`src/rtl/led_pkg.sv`:
```
// Shared types, constants and arbitration helpers for the LED sharing scheduler.
package led_pkg;

    localparam int NREQ  = 4;
    localparam int LED_W = 3;

    typedef enum logic [0:0] {
        ST_IDLE = 1'b0,
        ST_HOLD = 1'b1
    } state_t;

    localparam logic [LED_W-1:0] CHASE_0 = 3'b001;
    localparam logic [LED_W-1:0] CHASE_1 = 3'b010;
    localparam logic [LED_W-1:0] CHASE_2 = 3'b100;
    localparam logic [LED_W-1:0] CHASE_3 = 3'b000;

    // Scan downward so the closest asserted requester after 'last' is written last and wins.
    function automatic logic [1:0] rr_pick(input logic [NREQ-1:0] req, input logic [1:0] last);
        logic [1:0] idx;
        logic [1:0] pick;
        pick = last + 2'd1;
        for (int k = NREQ - 1; k >= 0; k--) begin
            idx  = last + 2'(k + 1);
            pick = req[idx] ? idx : pick;
        end
        return pick;
    endfunction

    function automatic logic [NREQ-1:0] one_hot(input logic [1:0] idx);
        return 4'b0001 << idx;
    endfunction

    function automatic logic [LED_W-1:0] pat_sel(input logic [3*NREQ-1:0] pat, input logic [1:0] idx);
        logic [LED_W-1:0] val;
        case (idx)
            2'd0:    val = pat[2:0];
            2'd1:    val = pat[5:3];
            2'd2:    val = pat[8:6];
            2'd3:    val = pat[11:9];
            default: val = 3'b000;
        endcase
        return val;
    endfunction

    function automatic logic [LED_W-1:0] chase_led(input logic [1:0] idx);
        logic [LED_W-1:0] val;
        case (idx)
            2'd0:    val = CHASE_0;
            2'd1:    val = CHASE_1;
            2'd2:    val = CHASE_2;
            2'd3:    val = CHASE_3;
            default: val = CHASE_3;
        endcase
        return val;
    endfunction

endpackage

```
`src/rtl/led_tick_gen.sv`:
```
// Free-running divider producing a registered one-cycle tick every DIV_MAX clocks.
module led_tick_gen #(
    parameter int unsigned DIV_MAX = 50_000_000
) (
    input  logic clk,
    input  logic rst,
    output logic tick
);

    localparam logic [31:0] CNT_LAST = 32'(DIV_MAX - 1);

    logic [31:0] cnt_r;
    logic [31:0] cnt_next_s;

    // Next counter value with wrap at the last count.
    always_comb begin
        if (cnt_r == CNT_LAST) begin
            cnt_next_s = 32'd0;
        end else begin
            cnt_next_s = cnt_r + 32'd1;
        end
    end

    // tick is aligned with the cycle in which the counter holds its last value.
    always_ff @(posedge clk or posedge rst) begin
        if (rst) begin
            cnt_r <= 32'd0;
            tick  <= 1'b0;
        end else begin
            cnt_r <= cnt_next_s;
            tick  <= (cnt_next_s == CNT_LAST);
        end
    end

endmodule

```
`src/rtl/led_share_sched.sv`:
```
// Round-robin LED ownership scheduler with timed hold and early release.
// Optional idle chase pattern enabled by defining LED_SHARE_IDLE_CHASE_EN.
module led_share_sched
    import led_pkg::*;
#(
    parameter int unsigned DIV_MAX    = 50_000_000,
    parameter int unsigned HOLD_TICKS = 4
) (
    input  logic        clk,
    input  logic        rst,
    input  logic [3:0]  req,
    input  logic [11:0] pat,
    output logic [3:0]  gnt,
    output logic [2:0]  led,
    output logic        busy,
    output logic        tick
);

    localparam logic [7:0] HOLD_LAST = 8'(HOLD_TICKS - 1);

    state_t           state_r;
    logic [1:0]       owner_r;
    logic [1:0]       last_owner_r;
    logic [7:0]       hold_cnt_r;
    logic [3:0]       gnt_r;
    logic [LED_W-1:0] led_r;
    logic             busy_r;

    logic             tick_s;
    logic [1:0]       pick_s;
    logic [LED_W-1:0] owner_pat_s;
    logic [LED_W-1:0] idle_led_s;
    logic             exit_s;

    led_tick_gen #(
        .DIV_MAX (DIV_MAX)
    ) u_tick_gen (
        .clk  (clk),
        .rst  (rst),
        .tick (tick_s)
    );

    // Arbitration pick and the single hold-exit condition (release and timeout merge here).
    always_comb begin
        pick_s      = rr_pick(req, last_owner_r);
        owner_pat_s = pat_sel(pat, owner_r);
        exit_s      = (~req[owner_r]) | (tick_s & (hold_cnt_r == HOLD_LAST));
    end

`ifdef LED_SHARE_IDLE_CHASE_EN
    logic [1:0] chase_idx_r;
    logic [1:0] chase_idx_next_s;

    // Chase index advances on ticks while idle with no request, and snaps back when a grant is issued.
    always_comb begin
        if (state_r == ST_IDLE) begin
            if (req != 4'b0000) begin
                chase_idx_next_s = 2'd0;
            end else if (tick_s) begin
                chase_idx_next_s = chase_idx_r + 2'd1;
            end else begin
                chase_idx_next_s = chase_idx_r;
            end
        end else begin
            chase_idx_next_s = chase_idx_r;
        end
    end

    // Chase index register.
    always_ff @(posedge clk or posedge rst) begin
        if (rst) begin
            chase_idx_r <= 2'd0;
        end else begin
            chase_idx_r <= chase_idx_next_s;
        end
    end

    assign idle_led_s = chase_led(chase_idx_next_s);
`else
    assign idle_led_s = {LED_W{1'b0}};
`endif

    // Scheduler FSM with all outputs registered alongside the state.
    always_ff @(posedge clk or posedge rst) begin
        if (rst) begin
            state_r      <= ST_IDLE;
            owner_r      <= 2'd0;
            last_owner_r <= 2'd3;
            hold_cnt_r   <= 8'd0;
            gnt_r        <= 4'b0000;
            led_r        <= {LED_W{1'b0}};
            busy_r       <= 1'b0;
        end else begin
            case (state_r)
                ST_IDLE: begin
                    if (req != 4'b0000) begin
                        state_r    <= ST_HOLD;
                        owner_r    <= pick_s;
                        gnt_r      <= one_hot(pick_s);
                        busy_r     <= 1'b1;
                        hold_cnt_r <= 8'd0;
                        led_r      <= {LED_W{1'b0}};
                    end else begin
                        gnt_r  <= 4'b0000;
                        busy_r <= 1'b0;
                        led_r  <= idle_led_s;
                    end
                end
                ST_HOLD: begin
                    if (exit_s) begin
                        state_r      <= ST_IDLE;
                        last_owner_r <= owner_r;
                        gnt_r        <= 4'b0000;
                        busy_r       <= 1'b0;
                        led_r        <= idle_led_s;
                    end else begin
                        led_r <= owner_pat_s;
                        if (tick_s) begin
                            hold_cnt_r <= hold_cnt_r + 8'd1;
                        end else begin
                            hold_cnt_r <= hold_cnt_r;
                        end
                    end
                end
                default: begin
                    state_r <= ST_IDLE;
                    gnt_r   <= 4'b0000;
                    busy_r  <= 1'b0;
                    led_r   <= {LED_W{1'b0}};
                end
            endcase
        end
    end

    assign gnt  = gnt_r;
    assign led  = led_r;
    assign busy = busy_r;
    assign tick = tick_s;

endmodule

```
`config.mk`:
```
export PLATFORM = sky130hd
export DESIGN_NAME = led_share_sched
export DESIGN_NICKNAME = d
export VERILOG_FILES = /design/src/rtl/led_pkg.sv /design/src/rtl/led_tick_gen.sv /design/src/rtl/led_share_sched.sv
export SDC_FILE = /design/constraint.sdc
export NUM_CORES = 1
export LEC_CHECK = 0
export CORE_AREA = 2 2 73 75
export DETAILED_ROUTE_END_ITERATION = 10
export DIE_AREA = 0 0 75 77
export HOLD_SLACK_MARGIN = 0.1
export PLACE_DENSITY = 0.92
export SLEW_MARGIN = 20
export SYNTH_ARGS = -nofsm -noshare
export SYNTH_HDL_FRONTEND = slang
export SYNTH_SLANG_ARGS = --single-unit
```
`constraint.sdc`:
```
create_clock -name clk -period 5.3 [get_ports clk]
set_clock_uncertainty 0.2 [all_clocks]
set_input_delay 1.325 -clock clk [delete_from_list [all_inputs] [get_ports clk]]
set_output_delay 1.325 -clock clk [all_outputs]
set_load 0.005 [all_outputs]
```
======== Word-level counts from Yosys, hierarchy flattened ========
Cells that the tools add are included.
word-level totals
  logic and storage cells ................. 69
  bits in registers ....................... 54
  input bits .............................. 18
cells by class
  shift-type cells ........................ 1
  equality and inequality tests ........... 10
  order comparisons ....................... 5
  mux-type cells .......................... 30
  reduce and logical (&&, ||, !) cells .... 5
  $add $sub $neg .......................... 5
  bitwise operators ....................... 4
operators with widths
  cell                     number
  $eq A32 B26 Y1 const B   2
  $add A32 B1 Y32 const B  1
  $mux W32                 1
  $mux W8                  3
  $pmux W8 S2              1
  $lt A2 B3 Y1 const B     5
  $pmux W3 S4              1
  $bmux W1 S2              5
  $add A8 B1 Y8 const B    1
  $eq A8 B2 Y1 const B     1
  $mux W1                  8
  $mux W2                  4
  $mux W4                  2
  $pmux W4 S2              1
  $pmux W3 S2              1
  $add A2 B2 Y2 const B    2
  $eq A2 B2 Y1 const B     2
  $ne A2 B1 Y1 const B     2
  $ne A2 B2 Y1 const B     2
  $pmux W1 S2              2
  $reduce_and A2 Y1        2
  $reduce_bool A4 Y1       1
  $shl A1 B2 Y4 const A    1
  $mux W3                  1
  other kinds (7)          8

======== Depth between registers and ports, before layout ========
Gate-level depths: netlist of the first run.
  depth in word-level cells ............... 9
  gate-level depth with buffers ........... 8
  gate-level depth less buffers ........... 7

======== By module ========
A second synthesis of the first run with hierarchy kept.
second synthesis, totals
  cell total of the unflattened synthesis .. 276
  area, all modules ....................... 2910.3 um^2
modules (own cells, without submodules)
  module           area an instance (um^2)  cells an instance  times used  sequential area each (um^2)
  led_tick_gen     1750.4                   174                1           825.8
  led_share_sched  1159.9                   102                1           528.0

======== Least setup slack after synthesis of the first run ========
OpenSTA, ideal clock, no wires.
  path type ............................... input-to-reg
  start ................................... input req[3]
  end ..................................... register hold_cnt_r[5]
  stages on the path ...................... 6
  setup slack ............................. 2.305 ns
  arrival ................................. 2.664 ns
  setup time .............................. 0.131 ns
  buffers on the path ..................... 0
  data required time ...................... 4.969 ns
  cell sequence ........................... mux4_2 > o211a_1 > a21oi_1 > nor3_1 > xnor2_1 > nor2_1
on the way
  word-level cells in the longest chain between the ends .. 6
  elaborated cells between the ends (all ways) .. 8
ends and longest elaborated chain
  what                                  line                    RTL
  from (decl)                           led_share_sched.sv:11   input logic [3:0] req,
  $bmux W1 S2                           led_share_sched.sv:47   exit_s = (~req[owner_r]) | (tick_s & (hold_cnt_r == HOLD_LAST));
  $mux W1 (implied by the code)         led_share_sched.sv:47
  $not A1 Y1                            led_share_sched.sv:47
  $or A1 B1 Y1                          led_share_sched.sv:47
  $ne A2 B2 Y1 (no source line)         n/a
  $reduce_and A3 Y1 (no source line) *  n/a
  to (signal assigned)                  led_share_sched.sv:119  hold_cnt_r <= hold_cnt_r + 8'd1;
  to (signal assigned)                  led_share_sched.sv:121  hold_cnt_r <= hold_cnt_r;
  to (decl)                             led_share_sched.sv:24   logic [7:0] hold_cnt_r;
Mark *: on every way between the ends. The rest lies on a longest branch, timed or not. The select of a mux whose other input is x is not followed.
A chain may end at the register's enable or synchronous reset.

======== Worst setup path after layout of the first run ========
  start ................................... input req[3]
  end ..................................... register hold_cnt_r[6]
Same word-level chain as after synthesis.

==> results of run 1 <==
## logic make-up after synthesis
family | count (synthesis) | share of synthesized area
adder cells (fa/ha/maj) | 2 | 0.008356
flip-flops | 54 | 0.4522
AND/OR/NAND/NOR | 148 | 0.2800
AO/OA/AOI/OAI | 34 | 0.07648
buffers and inverters | 21 | 0.03050
XOR/XNOR | 38 | 0.1112
multiplexers | 7 | 0.04137
## critical path, stage by stage
cell	delay (ns)
clkdlybuf4s50_1	0.54
mux4_2	0.54
o211a_1	0.26
a21oi_1	0.59
nor3_1	0.17
xnor2_1	0.19
nor2_1	0.06
## sequential cells by signal, indices dropped and copies added (netlist names)
signal	cells
hold_cnt_r	8
u_tick_gen.tick	1
led	3
owner_r	2
u_tick_gen.cnt_r	32
state_r	1
last_owner_r	2
gnt	4
busy	1
## power by group through the flow
stage / combinational (mW) / clock [mW] / sequential, mW
global route: 0.276 / 0.296 / 0.523
CTS: 0.253 / 0.278 / 0.514
floorplan: 0.164 / 0 / 0.507
detailed placement: 0.251 / 0 / 0.523
global placement: 0.245 / 0 / 0.520
finish: 0.251 / 0.273 / 0.514
## cell usage in the layout (no fill, tap or decap), types with 2 or more instances in the layout
cell type,synthesis,final
a2111oi_0,3,3
a211oi_1,2,2
a21oi_1,3,3
a22o_1,2,2
a31oi_1,4,4
and2_1,6,6
and3_1,7,7
and4_1,3,3
and4b_1,2,2
clkbuf_8,0,5
clkdlybuf4s50_1,0,26
dfrtp_1,52,52
dfstp_2,2,2
ha_1,2,2
inv_1,4,3
mux2_2,3,3
mux4_2,4,4
nand2_1,25,25
nand2b_1,2,2
nand3_1,14,14
nand4_1,17,17
nor2_1,33,33
nor2b_1,4,4
nor3_1,7,7
nor3b_1,4,4
nor4_1,5,5
nor4b_1,2,2
o21ai_0,11,11
or3_1,4,4
or4_1,2,2
xnor2_1,24,24
xor2_1,14,14
## final timing paths
kind,to,from,cells past startpoint,slack [ns]
setup / recovery,hold_cnt_r[6],req[3],7,1.61
min in group asynchronous,u_tick_gen.cnt_r[9],rst,2,1.29
hold / removal,busy,busy,1,0.31
hold reg to reg,busy,busy,1,0.31
max in group asynchronous,u_tick_gen.cnt_r[0],rst,2,3.07
setup reg to reg,u_tick_gen.tick,u_tick_gen.cnt_r[0],7,2.03
## metal layers
layer  wire (um)  track usage  vias up
met5           0            0        -
met4          97      0.08571        0
met3         303      0.04336       11
met2        2913       0.3518       69
met1        2608       0.2918     1132
li1            -            -     1126
## per-stage QoR
| step | setup WS, ns | power (mW) | utilization | hold slack [ns] | std cells |
|---|---|---|---|---|---|
| after floorplan | 2.305 | 0.6716 | - | 0.2618 | 304 |
| after global placement | 1.452 | 0.7654 | 0.6561 | 0.2680 | 383 |
| after detailed placement | 1.323 | 0.7740 | 0.6561 | 0.2729 | 383 |
| after CTS | 1.635 | 1.045 | 0.6782 | 0.2968 | 391 |
| after global routing | 1.498 | 1.095 | 0.6785 | 0.3331 | 391 |
| final | 1.612 | 1.038 | 0.6785 | 0.3072 | 391 |
## area by class of cell
type	instances	area, um2	share of cell area
flip-flops and latches	54	1354	0.4009
inverters	4	16.27	0.004817
repair buffers	26	260.3	0.07707
clock buffers	6	72.57	0.02149
clock inverters	2	37.54	0.01112
multi-input cells	229	1549	0.4587
well taps	70	87.58	0.02594
==> impl_metrics.toml, run 1 <==
[status]
run_status = "complete, no violations"

[critical_path]
crit_type = "input pin to flop"
worst_setup_path_end_kind = "flop"
path_max_fanout = 11
arrival_ns = 3.67
critPathLaunchType = "input pin"
cp_data_required_time_ns = 5.28

[routing]
drtIter0Drc = 203
wl_per_cell_um = 15.15
vias = 2338
first_pass_iters = 4
via_per_inst = 5.980
drc = 0
final_antenna_net_count = 0
drt-total-wl_um = 5923

[timing]
max_slew_margin = 0.3172
hold_viol_final = 0
finalMaxSlewViolations = 0
rsz0062_at_grt = "no"
tightest_slew_ns = 1.020
finalSetupViolCount = 0
post-route-min-period_ns = 3.688
min_period_over_period = 0.6958
setup_tns_ns = 0
clock.fmax_mhz = 271.2

[yosys]
synth_edf_count = 0
yosysTopAreaCell = "dfrtp_1"
synth_common_cells = "dfrtp_1, nor2_1, nand2_1, xnor2_1, nand4_1"
synth.avg_cell_area_um2 = 9.849
synth_most_common_cell = "dfrtp_1"
synthTopCellsByArea = "dfrtp_1, xnor2_1, nor2_1"
synth-seq-area-share = 0.4522
synthArstFlopShare = 1.000
synthDominantCellAreaShare = 0.4346
ys_ff_latch = 54
synth_ff_type = "dfrtp_1"
syn_nets = 324
yosys.cell_types.count = 53
syn_inst = 304
ys_warn_count = 0
synthesis.area_um2 = 2994

[floorplan]
start_util = 0.6016
die_h_um = 77
core_area_um2 = 4977
die_area_um2 = 5775
die_w_um = 75
row_count = 26
io_pins = 27

[global_routing]
gr-total-overflow = 0
grt_usage = 0.2205
grt_max_degree = 55
grt_pass1_wl_um = 10030
antenna_found_initial = 0
grt_pass1_vias = 2249

[pwr]
pwr_density_cell_nw_per_um2 = 307.5
pwr-share-clk = 0.263
ir_drop_v = 0.0001701
power_switching_share = 0.2777
comb_power_share = 0.242
seqPwrFrac = 0.495
internal-power_mw = 0.7500
switching_power_mw = 0.2884
p_leak_nw = 1.386

[place]
numPortBuffers = 26
hpwl_um = 4233
postPlaceCellArea_um2 = 3266
routabilityCongestion = 0.8953

[clocking]
worstSkewPairLatency_ns = 0.31
cts_made_buffers = 5
clk_path_buf_depth = 2
post_cts_buffers = 0
clk_pin_slew_ns = 0.10
root_buffer = "clkbuf_8"
post_cts_resized = 0
cts_tree = "built"
h-tree-depth = 2
cts_hold_buf = 0
cts_sinks = 54

[cells_and_area]
fin_area_um2 = 3377
layout-drive-gt1-share = 0.07477
diodes = 0
num-fill-cells = 404
finalNetCount = 340
area_growth_pct = 12.79

[worst_hold_path]
hold_class = "flop to flop"

[job]
max_cap_violations = 0
No activity file was read; power rests on OpenSTA's default activity.
==> inputs of run 2 (changes only) <==
- CORE_AREA: 2 2 73 75 -> 2 2 79 81
- DIE_AREA: 0 0 75 77 -> 0 0 81 83
- PLACE_DENSITY: 0.92 -> 0.84
- clock period: 5.3 -> 3 ns (I/O delays scaled with it)
==> run 2 against run 1 <==
Net effect:
- clock power up 41%
- register-to-register slack worse by 1.7 ns
- largest cell class unchanged
- flip-flop and latch count unchanged
- critical endpoint is now u_tick_gen.tick
- final area up 2.4%
==> impl_metrics.toml, run 2 (synthesis results as in run 1) <==
[status]
run_status = "complete, no violations"

[cells_and_area]
final_util = 0.5944
layout.cells.most_common_list = "dfrtp_1, nor2_1, clkdlybuf4s50_1"
largest-register = "u_tick_gen.cnt_r"
fin_area_um2 = 3457
final_common_cell = "dfrtp_1"
largest_register_ffs = 32
instances_no_fill = 410
diodes = 0
finalNetCount = 354
num-fill-cells = 492
area_growth_pct = 15.46
layout-drive-gt1-share = 0.1075

[critical_path]
rrSetupSlack_ns = 0.34
crit_top_cell = "nand3_1"
critPathLaunchType = "flop"
ff2ff_path_depth = 8
worst_setup_path_end_kind = "flop"
arrival_ns = 2.71
endpoint = "u_tick_gen.tick"
slowest_stage = "dfrtp_1"
startpoint = "u_tick_gen.cnt_r[0]"
r2r-start = "u_tick_gen.cnt_r[0]"
path_max_fanout = 10
crit_type = "flop to flop"
r2r-end = "u_tick_gen.tick"
path_cells = "ha_1, nand3_1, nor2_1, buf_4, nand3_1, or3_1, a2111oi_0, and4b_1"
cpPeakStageDelay_ns = 0.42
cp_data_required_time_ns = 3.05

[floorplan]
die_h_um = 83
die_w_um = 81
die_area_um2 = 6723
start_util = 0.5148
row_count = 28
io_pins = 27
core_area_um2 = 5816

[routing]
met3_length_um = 348
drc = 0
drt-met1-wl_um = 2799
via_per_inst = 5.934
wl_per_cell_um = 15.69
final_antenna_net_count = 0
first_pass_iters = 4
wl_met2_um = 3172
drt-total-wl_um = 6431
drtIter0Drc = 119
top_layer_used = "met4"
vias = 2433

[clocking]
post_cts_resized = 0
post_cts_buffers = 0
cts_sinks = 54
h-tree-depth = 2
clk_path_buf_depth = 2
cts_hold_buf = 0
cts_tree = "built"
cts_made_buffers = 5
worstSkewPairLatency_ns = 0.31
clk_pin_slew_ns = 0.09
root_buffer = "clkbuf_8"

[timing]
finalMaxSlewViolations = 0
clock.fmax_mhz = 375.6
min_period_over_period = 0.8874
rsz0062_at_grt = "no"
setup_tns_ns = 0
hold_viol_final = 0
finalSetupViolCount = 0
post-route-min-period_ns = 2.662
tightest_slew_ns = 0.5210
max_slew_margin = 0.6437

[place]
numPortBuffers = 26
postPlaceCellArea_um2 = 3377
placed_cells = 402
routabilityCongestion = 0.9204
hpwl_um = 4707

[pwr]
p_leak_nw = 1.445
design_power_total_mw = 1.784
ir_drop_v = 0.0003418
pwr_density_cell_nw_per_um2 = 516.1

[global_routing]
grt_max_degree = 24
grt_usage = 0.2028
gr-total-overflow = 0
antenna_found_initial = 0
grt_pass1_vias = 2431
grt_pass1_wl_um = 10850

[worst_hold_path]
hold_class = "flop to flop"

[job]
max_cap_violations = 0
-- run 2: cell count changes in the layout (fill, tap and decap cells not counted) --
cell / delta
buf_4: +14
bufinv_16: -1
clkbuf_1: +2
clkinv_2: -1
clkinvlp_4: -1
inv_2: +1
-- run 2: worst max-delay path: cells and delay by family (launching register included) --
family                   cells  cell delay [ns]
AND/OR/NAND/NOR              5             1.14
flip-flops                   1             0.42
AO/OA/AOI/OAI                1             0.42
adder cells (fa/ha/maj)      1             0.22
buffers and inverters        1             0.20
-- run 2: layer usage --
metal,GRT usage,vias up
met3,0.04022,15
li1,-,1155
met1,0.2678,1178
met2,0.3261,85
met5,0,-
met4,0.07704,0
-- run 2: final cells by class --
cell class	instances	area (um2)	area share
Inverter	4	15.01	0.004343
Sequential cell	54	1354	0.3916
Multi-Input combinational cell	229	1549	0.4481
Timing Repair Buffer	40	365.4	0.1057
Clock buffer	8	80.08	0.02316
Tap cell	75	93.84	0.02714
-- run 2: worst min-delay path by stage --
stage | slack [ns] | depth (start not counted) | start | end
6_report | 0.30 | 2 | gnt[3] | gnt[3]
3_3_place_gp | 0.27 | 1 | busy | busy
3_5_place_dp | 0.28 | 1 | busy | busy
4_1_cts | 0.31 | 1 | busy | busy
2_1_floorplan | 0.26 | 1 | u_tick_gen.cnt_r[31] | u_tick_gen.cnt_r[31]
5_1_grt | 0.33 | 1 | busy | busy
-- run 2: power by group --
group / total [mW] / switching [mW] / internal, mW
logic: 0.484 / 0.202 / 0.281
clock network: 0.385 / 0.219 / 0.166
registers: 0.915 / 0.0909 / 0.824
total: 1.78 / 0.512 / 1.27
-- run 2: stage by stage --
| step | worst slack, ns | hold WS [ns] |
|---|---|---|
| global placement | 0.2290 | 0.2723 |
| global route | 0.1499 | 0.3294 |
| floorplan | 0.5798 | 0.2618 |
| detailed placement | 0.1052 | 0.2846 |
| finish | 0.3378 | 0.3025 |
| CTS | 0.3524 | 0.3066 |
==> inputs of run 3 (changes only) <==
- TNS_END_PERCENT: unset -> 10
==> results of run 3 <==
The final DEF is identical to that of run 2; final timing and power are the same.
